**src/rtl/alu_reservation_station.sv**
```systemverilog
// Integer-ALU reservation station: buffers dispatched ops, wakes operands from the CDB, issues the
// lowest-index ready op through an issue register to the external ALU and registers its result.
module alu_reservation_station #(
  parameter int BIT_WIDTH = 64,
  parameter int DEPTH     = 4,
  parameter int TAG_WIDTH = 6
) (
  input  logic                 clk,
  input  logic                 rst_n,
  input  logic                 flush,
  input  logic                 disp_valid,
  output logic                 disp_ready,
  input  logic [3:0]           disp_op,
  input  logic                 disp_src1_rdy,
  input  logic [TAG_WIDTH-1:0] disp_src1_tag,
  input  logic [BIT_WIDTH-1:0] disp_src1_val,
  input  logic                 disp_src2_rdy,
  input  logic [TAG_WIDTH-1:0] disp_src2_tag,
  input  logic [BIT_WIDTH-1:0] disp_src2_val,
  input  logic [TAG_WIDTH-1:0] disp_dst_tag,
  input  logic                 cdb_valid,
  input  logic [TAG_WIDTH-1:0] cdb_tag,
  input  logic [BIT_WIDTH-1:0] cdb_data,
  output logic [BIT_WIDTH-1:0] alu_in1,
  output logic [BIT_WIDTH-1:0] alu_in2,
  output logic [3:0]           alu_op,
  input  logic [BIT_WIDTH-1:0] alu_result,
  output logic                 res_valid,
  input  logic                 res_ready,
  output logic [TAG_WIDTH-1:0] res_tag,
  output logic [BIT_WIDTH-1:0] res_data
);

  localparam int IDX_W = (DEPTH > 1) ? $clog2(DEPTH) : 1;

  logic [DEPTH-1:0]     e_valid;
  logic [DEPTH-1:0]     e_s1_rdy;
  logic [DEPTH-1:0]     e_s2_rdy;
  logic [3:0]           e_op     [DEPTH];
  logic [TAG_WIDTH-1:0] e_s1_tag [DEPTH];
  logic [TAG_WIDTH-1:0] e_s2_tag [DEPTH];
  logic [TAG_WIDTH-1:0] e_dst    [DEPTH];
  logic [BIT_WIDTH-1:0] e_s1_val [DEPTH];
  logic [BIT_WIDTH-1:0] e_s2_val [DEPTH];

  logic                 iss_valid;
  logic [TAG_WIDTH-1:0] iss_tag;

  logic [DEPTH-1:0] e_ready;
  logic             free_found, sel_found;
  logic [IDX_W-1:0] free_idx, sel_idx;
  logic             advance, disp_fire, issue_fire;
  logic             byp1, byp2;

  assign e_ready = e_valid & e_s1_rdy & e_s2_rdy;

  // Descending scan so the lowest matching index wins.
  always_comb begin
    free_found = 1'b0;
    free_idx   = '0;
    sel_found  = 1'b0;
    sel_idx    = '0;
    for (int i = DEPTH - 1; i >= 0; i--) begin
      if (!e_valid[i]) begin
        free_found = 1'b1;
        free_idx   = IDX_W'(i);
      end
      if (e_ready[i]) begin
        sel_found = 1'b1;
        sel_idx   = IDX_W'(i);
      end
    end
  end

  // Result handshake: res_valid/res_tag/res_data hold while res_valid & !res_ready; a transfer happens
  // on res_valid & res_ready and the next result may load on that same edge.
  assign advance    = !res_valid || res_ready;
  assign disp_ready = free_found;
  assign disp_fire  = disp_valid && disp_ready && !flush;
  assign issue_fire = advance && sel_found && !flush;
  assign byp1       = cdb_valid && !disp_src1_rdy && (cdb_tag == disp_src1_tag);
  assign byp2       = cdb_valid && !disp_src2_rdy && (cdb_tag == disp_src2_tag);

  always_ff @(posedge clk or negedge rst_n) begin
    if (!rst_n) begin
      e_valid  <= '0;
      e_s1_rdy <= '0;
      e_s2_rdy <= '0;
      for (int i = 0; i < DEPTH; i++) begin
        e_op[i]     <= '0;
        e_s1_tag[i] <= '0;
        e_s2_tag[i] <= '0;
        e_dst[i]    <= '0;
        e_s1_val[i] <= '0;
        e_s2_val[i] <= '0;
      end
    end else if (flush) begin
      e_valid <= '0;
    end else begin
      for (int i = 0; i < DEPTH; i++) begin
        if (cdb_valid && e_valid[i] && !e_s1_rdy[i] && (e_s1_tag[i] == cdb_tag)) begin
          e_s1_rdy[i] <= 1'b1;
          e_s1_val[i] <= cdb_data;
        end
        if (cdb_valid && e_valid[i] && !e_s2_rdy[i] && (e_s2_tag[i] == cdb_tag)) begin
          e_s2_rdy[i] <= 1'b1;
          e_s2_val[i] <= cdb_data;
        end
      end
      if (issue_fire) e_valid[sel_idx] <= 1'b0;
      // The free slot is never the issuing slot: both are chosen from the registered valid bits.
      if (disp_fire) begin
        e_valid[free_idx]  <= 1'b1;
        e_op[free_idx]     <= disp_op;
        e_dst[free_idx]    <= disp_dst_tag;
        e_s1_tag[free_idx] <= disp_src1_tag;
        e_s2_tag[free_idx] <= disp_src2_tag;
        e_s1_rdy[free_idx] <= disp_src1_rdy || byp1;
        e_s2_rdy[free_idx] <= disp_src2_rdy || byp2;
        e_s1_val[free_idx] <= byp1 ? cdb_data : disp_src1_val;
        e_s2_val[free_idx] <= byp2 ? cdb_data : disp_src2_val;
      end
    end
  end

  always_ff @(posedge clk or negedge rst_n) begin
    if (!rst_n) begin
      iss_valid <= 1'b0;
      iss_tag   <= '0;
      alu_in1   <= '0;
      alu_in2   <= '0;
      alu_op    <= '0;
      res_valid <= 1'b0;
      res_tag   <= '0;
      res_data  <= '0;
    end else if (flush) begin
      iss_valid <= 1'b0;
      res_valid <= 1'b0;
    end else if (advance) begin
      iss_valid <= sel_found;
      if (sel_found) begin
        alu_in1 <= e_s1_val[sel_idx];
        alu_in2 <= e_s2_val[sel_idx];
        alu_op  <= e_op[sel_idx];
        iss_tag <= e_dst[sel_idx];
      end
      res_valid <= iss_valid;
      if (iss_valid) begin
        res_tag  <= iss_tag;
        res_data <= alu_result;
      end
    end
  end

endmodule

```
**config.mk**
```make
export PLATFORM = sky130hd
export DESIGN_NAME = alu_reservation_station
export DESIGN_NICKNAME = d
export VERILOG_FILES = /design/src/rtl/alu_reservation_station.sv
export SDC_FILE = /design/constraint.sdc
export NUM_CORES = 2
export LEC_CHECK = 0
export ABC_CLOCK_PERIOD_IN_PS = 2500
export BUFFER_PORTS_ARGS = -buffer_cell sky130_fd_sc_hd__buf_4
export CORE_UTILIZATION = 59
export DETAILED_ROUTE_END_ITERATION = 16
export PLACE_DENSITY = 0.93
export REMOVE_ABC_BUFFERS = 1
export SETUP_SLACK_MARGIN = 0.3
export SLEW_MARGIN = 20
export SYNTH_ARGS = -nofsm -noshare
export SYNTH_HDL_FRONTEND = slang
export SYNTH_SLANG_ARGS = --single-unit
```
**constraint.sdc**
```tcl
create_clock -name clk -period 2.5 [get_ports clk]
set_clock_uncertainty 0.15 [all_clocks]
set_input_delay 0.125 -clock clk [delete_from_list [all_inputs] [get_ports clk]]
set_output_delay 0.125 -clock clk [all_outputs]
set_load 0.05 [all_outputs]
```
==> flow_summary.ini, run 1 <==
[synth]
yosys-top-cells-area = dfrtp_1 (50%), o221a_2 (7.0%), a211oi_1 (4.7%)
synth_common_cells = dfrtp_1 (822), nor2_1 (472), nand2_1 (344)
synth_cell_types = 46
synth_edf_count = 0
async_flop_share = 1.000
ys_ff_latch = 822
yosysTopAreaCell = dfrtp_1
yosys.area.top_type_share = 0.5021
synth_area_um2 = 40970
synth.most_common_cell = dfrtp_1
ys_seq_area_frac = 0.5021
synthCells = 4217
synth_ff_type = dfrtp_1
syn_avg_cell_area_um2 = 9.715
yosys_warnings = 0

[clock_network]
cts_max_level = 3
cts_made_buffers = 87
cts_sinks = 822
cts_buffer_depth = 3
clk_root_buffer_cell = clkbuf_16

[global_routing]
grt.total_usage = 0.8024
grt_max_degree = 169
gr-total-overflow = 16

[floorplan]
die_h_um = 265.5
num_rows = 96
start_util = 0.5963
pin_count = 496
fp.dieW_um = 265.5

[run_status]
status = stopped before the end
lastStage = global routing
error = [ERROR GRT-0232] Routing congestion too high. Check the congestion heatmap in the GUI.

[place]
place.gp.congestion = 0.8935
dpl.hpwl_mm = 91.67
pre_cts_ws_ns = 0.07213
port_buffers = 495
## stage by stage
step | instances | util | instance area (µm²)
after floorplan | 3743 | - | 38970
after global placement | 5330 | 0.6751 | 46390
after detailed placement | 5330 | 0.6751 | 46390
after CTS | 5813 | 0.7743 | 53200
## cell families after synthesis
group / share of synthesized area
simple gates: 0.1892
mux: 0.06261
flops: 0.5021
compound gates: 0.1844
buf+inv: 0.04890
xor+xnor: 0.01283
## routing by layer
layer | overflow | global-route usage
met1 | 0 | 0.7896
met2 | 3 | 0.9046
met3 | 7 | 0.7583
met4 | 4 | 0.7291
met5 | 2 | 0.5981
## repair_timing
item	4_1_cts
pin swaps	32
hold buffers	287
buffers inserted	21
cloned	15
hold endpoints to repair	1402
resized for setup	52
endpoints found under the setup margin	600
==> run 2, diff against run 1 <==
- CORE_UTILIZATION: 59 -> 40
- PLACE_DENSITY: 0.93 -> default
- PLACE_DENSITY_LB_ADDON: default -> 0.15
- SETUP_SLACK_MARGIN: 0.3 -> default
==> run 2 against run 1 <==
Effect of this change: the flow now finishes without violations; synthesized area is the same; synthesized cell count unchanged.
==> flow_summary.ini, run 2 <==
[synth]
async_flop_share = 1.000
yosys.area.top_type_share = 0.5021
synth_ff_type = dfrtp_1
synth_cell_types = 46
yosys-top-cells-area = dfrtp_1 (50%), o221a_2 (7.0%), a211oi_1 (4.7%)
ys_seq_area_frac = 0.5021
synth_edf_count = 0
synth_common_cells = dfrtp_1 (822), nor2_1 (472), nand2_1 (344)
yosys_warnings = 0
synth.most_common_cell = dfrtp_1
yosysTopAreaCell = dfrtp_1
ys_ff_latch = 822
synth_area_um2 = 40970
synthCells = 4217
syn_avg_cell_area_um2 = 9.715

[clock_network]
cts_buffer_depth = 3
cts.clk_slew.worst_paths_ns = 0.07
post_cts_buffers = 0
clkLatencyLatePin_ns = 0.69
cts_sinks = 822
cts_max_level = 3
clk_root_buffer_cell = clkbuf_16
cts_tree = yes
cts_made_buffers = 93

[drt]
routedWlPerCell_um = 27.04
routed_wl_mm = 169.1
drc = 0
antenna_left = 0
route.vias.total = 38490
via_per_inst = 6.154
firstDrtPassIters = 6
drtIter0Drc = 4086

[setup_path]
r2r_slack_ns = 0.07
crit_type = reg -> reg
cp_max_fo = 21
crit_path_end_kind = flop
crit_required_ns = 2.92
critPathLaunchType = flop
timing.rr.start = e_valid[1]
cp.arrival_ns = 2.85
reg2reg_to = e_s1_val[185]
reg2reg_depth = 8

[place]
pre_cts_ws_ns = 0.1648
dpl.hpwl_mm = 99.30
place.gp.congestion = 0.8317
port_buffers = 495

[timing]
rsz0062_at_grt = no
max_slew_margin = 0.4509
hold_viol = 0
slew_viol_final = 0
finalSetupViolations = 0
hold_ws_ns = 0.03997
setup_slack_ns = 0.07319
fin_crit_sh = 0.9707
min_period_ns = 2.427
max_freq_ghz = 0.4121
tightest_slew_ns = 0.8236

[floorplan]
start_util = 0.4032
pin_count = 496
dieArea_um2 = 103700
core_area_um2 = 101600
die_h_um = 322.0
num_rows = 117
fp.dieW_um = 322.0

[final_layout]
mostFrequentLayoutCell = dfrtp_1
fillCellCount = 9177
areaGrowthSynthToFinish_pct = 30.77
layout_common_cells = dfrtp_1 (821), buf_4 (575), nor2_1 (470)
biggestRegsByFlops = e_s1_val: 256 flops, e_s2_val: 256 flops
drive_gt1_frac = 0.2676
nets = 5104

[global_routing]
busiest_layer = met2
gr-total-overflow = 0
grt_max_degree = 127
grt_pass1_vias = 38550
grt_pass1_wl_mm = 251.5
antenna_found_initial = 8
grt_util_met3 = 0.05269
grt.total_usage = 0.3212
gr-usage-met1 = 0.4373
use_met2 = 0.5197

[power]
ir_drop_uv = 650.8
powerDensity_nw_per_um2 = 963.2
p_leak_nw = 22.19

[worst_hold_path]
hold_path_depth = 6
holdCritStartpoint = cdb_tag[2]
hp-class = in -> reg
holdPathEnd = e_s1_rdy[2]

[job]
max_cap_violations = 0

[run_status]
status = complete, no violations
run 2: cell counts after synthesis:
No cell type changed its count.
run 2: power breakdown:
part / internal [mW] / switching, mW / leakage, nW
combinational: 6.51 / 10.4 / 10.9
clock: 8.75 / 5.92 / 1.58
sequential: 17.2 / 2.80 / 9.66
run 2: final cells by class:
type                       count  area (µm²)  area share
antenna                        6       15.01   0.0002803
clock buffer                 133        2750     0.05134
multi-input combinational   2919       18640      0.3479
tap                         1368        1712     0.03195
clock inverter                31       454.2    0.008478
timing repair buffer         974        9427      0.1760
inverter                       2       7.507   0.0001401
sequential                   822       20570      0.3840
run 2: layer usage:
layer / routed length (µm) / vias up
li1: - / 16700
met2: 79640 / 2116
met3: 14840 / 373
met4: 5567 / 6
met5: 35 / -
met1: 69020 / 19300
run 2: what timing repair did:
action | 4_1_cts | 5_1_grt
hold buffers | 288 | 0
endpoints found under the hold margin | 1499 | 0
setup endpoints to repair | 0 | 2
gates resized for setup | 0 | 1
run 2: per-stage QoR:
step | setup TNS (ns) | instances | total power, mW | cell area [µm²] | util
finish | 0 | 6255 | 51.60 | 53570 | 0.5273
global route | 0 | 6253 | 53.65 | 53570 | 0.5273
CTS | 0 | 6249 | 51.66 | 53560 | 0.5271
detailed placement | 0 | 5797 | 36.60 | 47460 | 0.4671
global placement | 0 | 5797 | 36.39 | 47460 | 0.4671
floorplan | -8987.66 | 3743 | 30.56 | 38970 | -
run 2: worst max-delay path by stage:
stage	start	cells after the start	to	slack, ns
detailed placement	e_valid[2]	7	e_s1_val[82]	0.16
global placement	e_valid[2]	7	e_s1_val[74]	0.13
global route	e_valid[1]	8	e_s1_val[185]	0.01
CTS	e_valid[1]	8	e_s1_val[185]	0.10
floorplan	e_valid[2]	4	iss_valid	-18.85
finish	e_valid[1]	8	e_s1_val[185]	0.07
run 2: worst max-delay path, stage by stage, from the launching register on:
cell and delay, ns:
dfrtp_1 0.38, buf_4 0.20, nor2b_1 0.22, nand4_1 0.16, nor4_2 0.37, buf_4 0.24
buf_12 0.20, nor3_1 0.07, a211oi_1 0.27
run 2: cell families (layout without fill, tap and decap cells):
kind of cell | Yosys count | in the layout | synth area share
AO/OA/AOI/OAI | 950 | 950 | 0.1844
XOR/XNOR | 60 | 60 | 0.01283
other | 0 | 6 | 0
multiplexers | 242 | 242 | 0.06261
flip-flops | 822 | 822 | 0.5021
buffers and inverters | 476 | 1140 | 0.04890
AND/OR/NAND/NOR | 1667 | 1667 | 0.1892
Power figures use the tool's default switching activity.
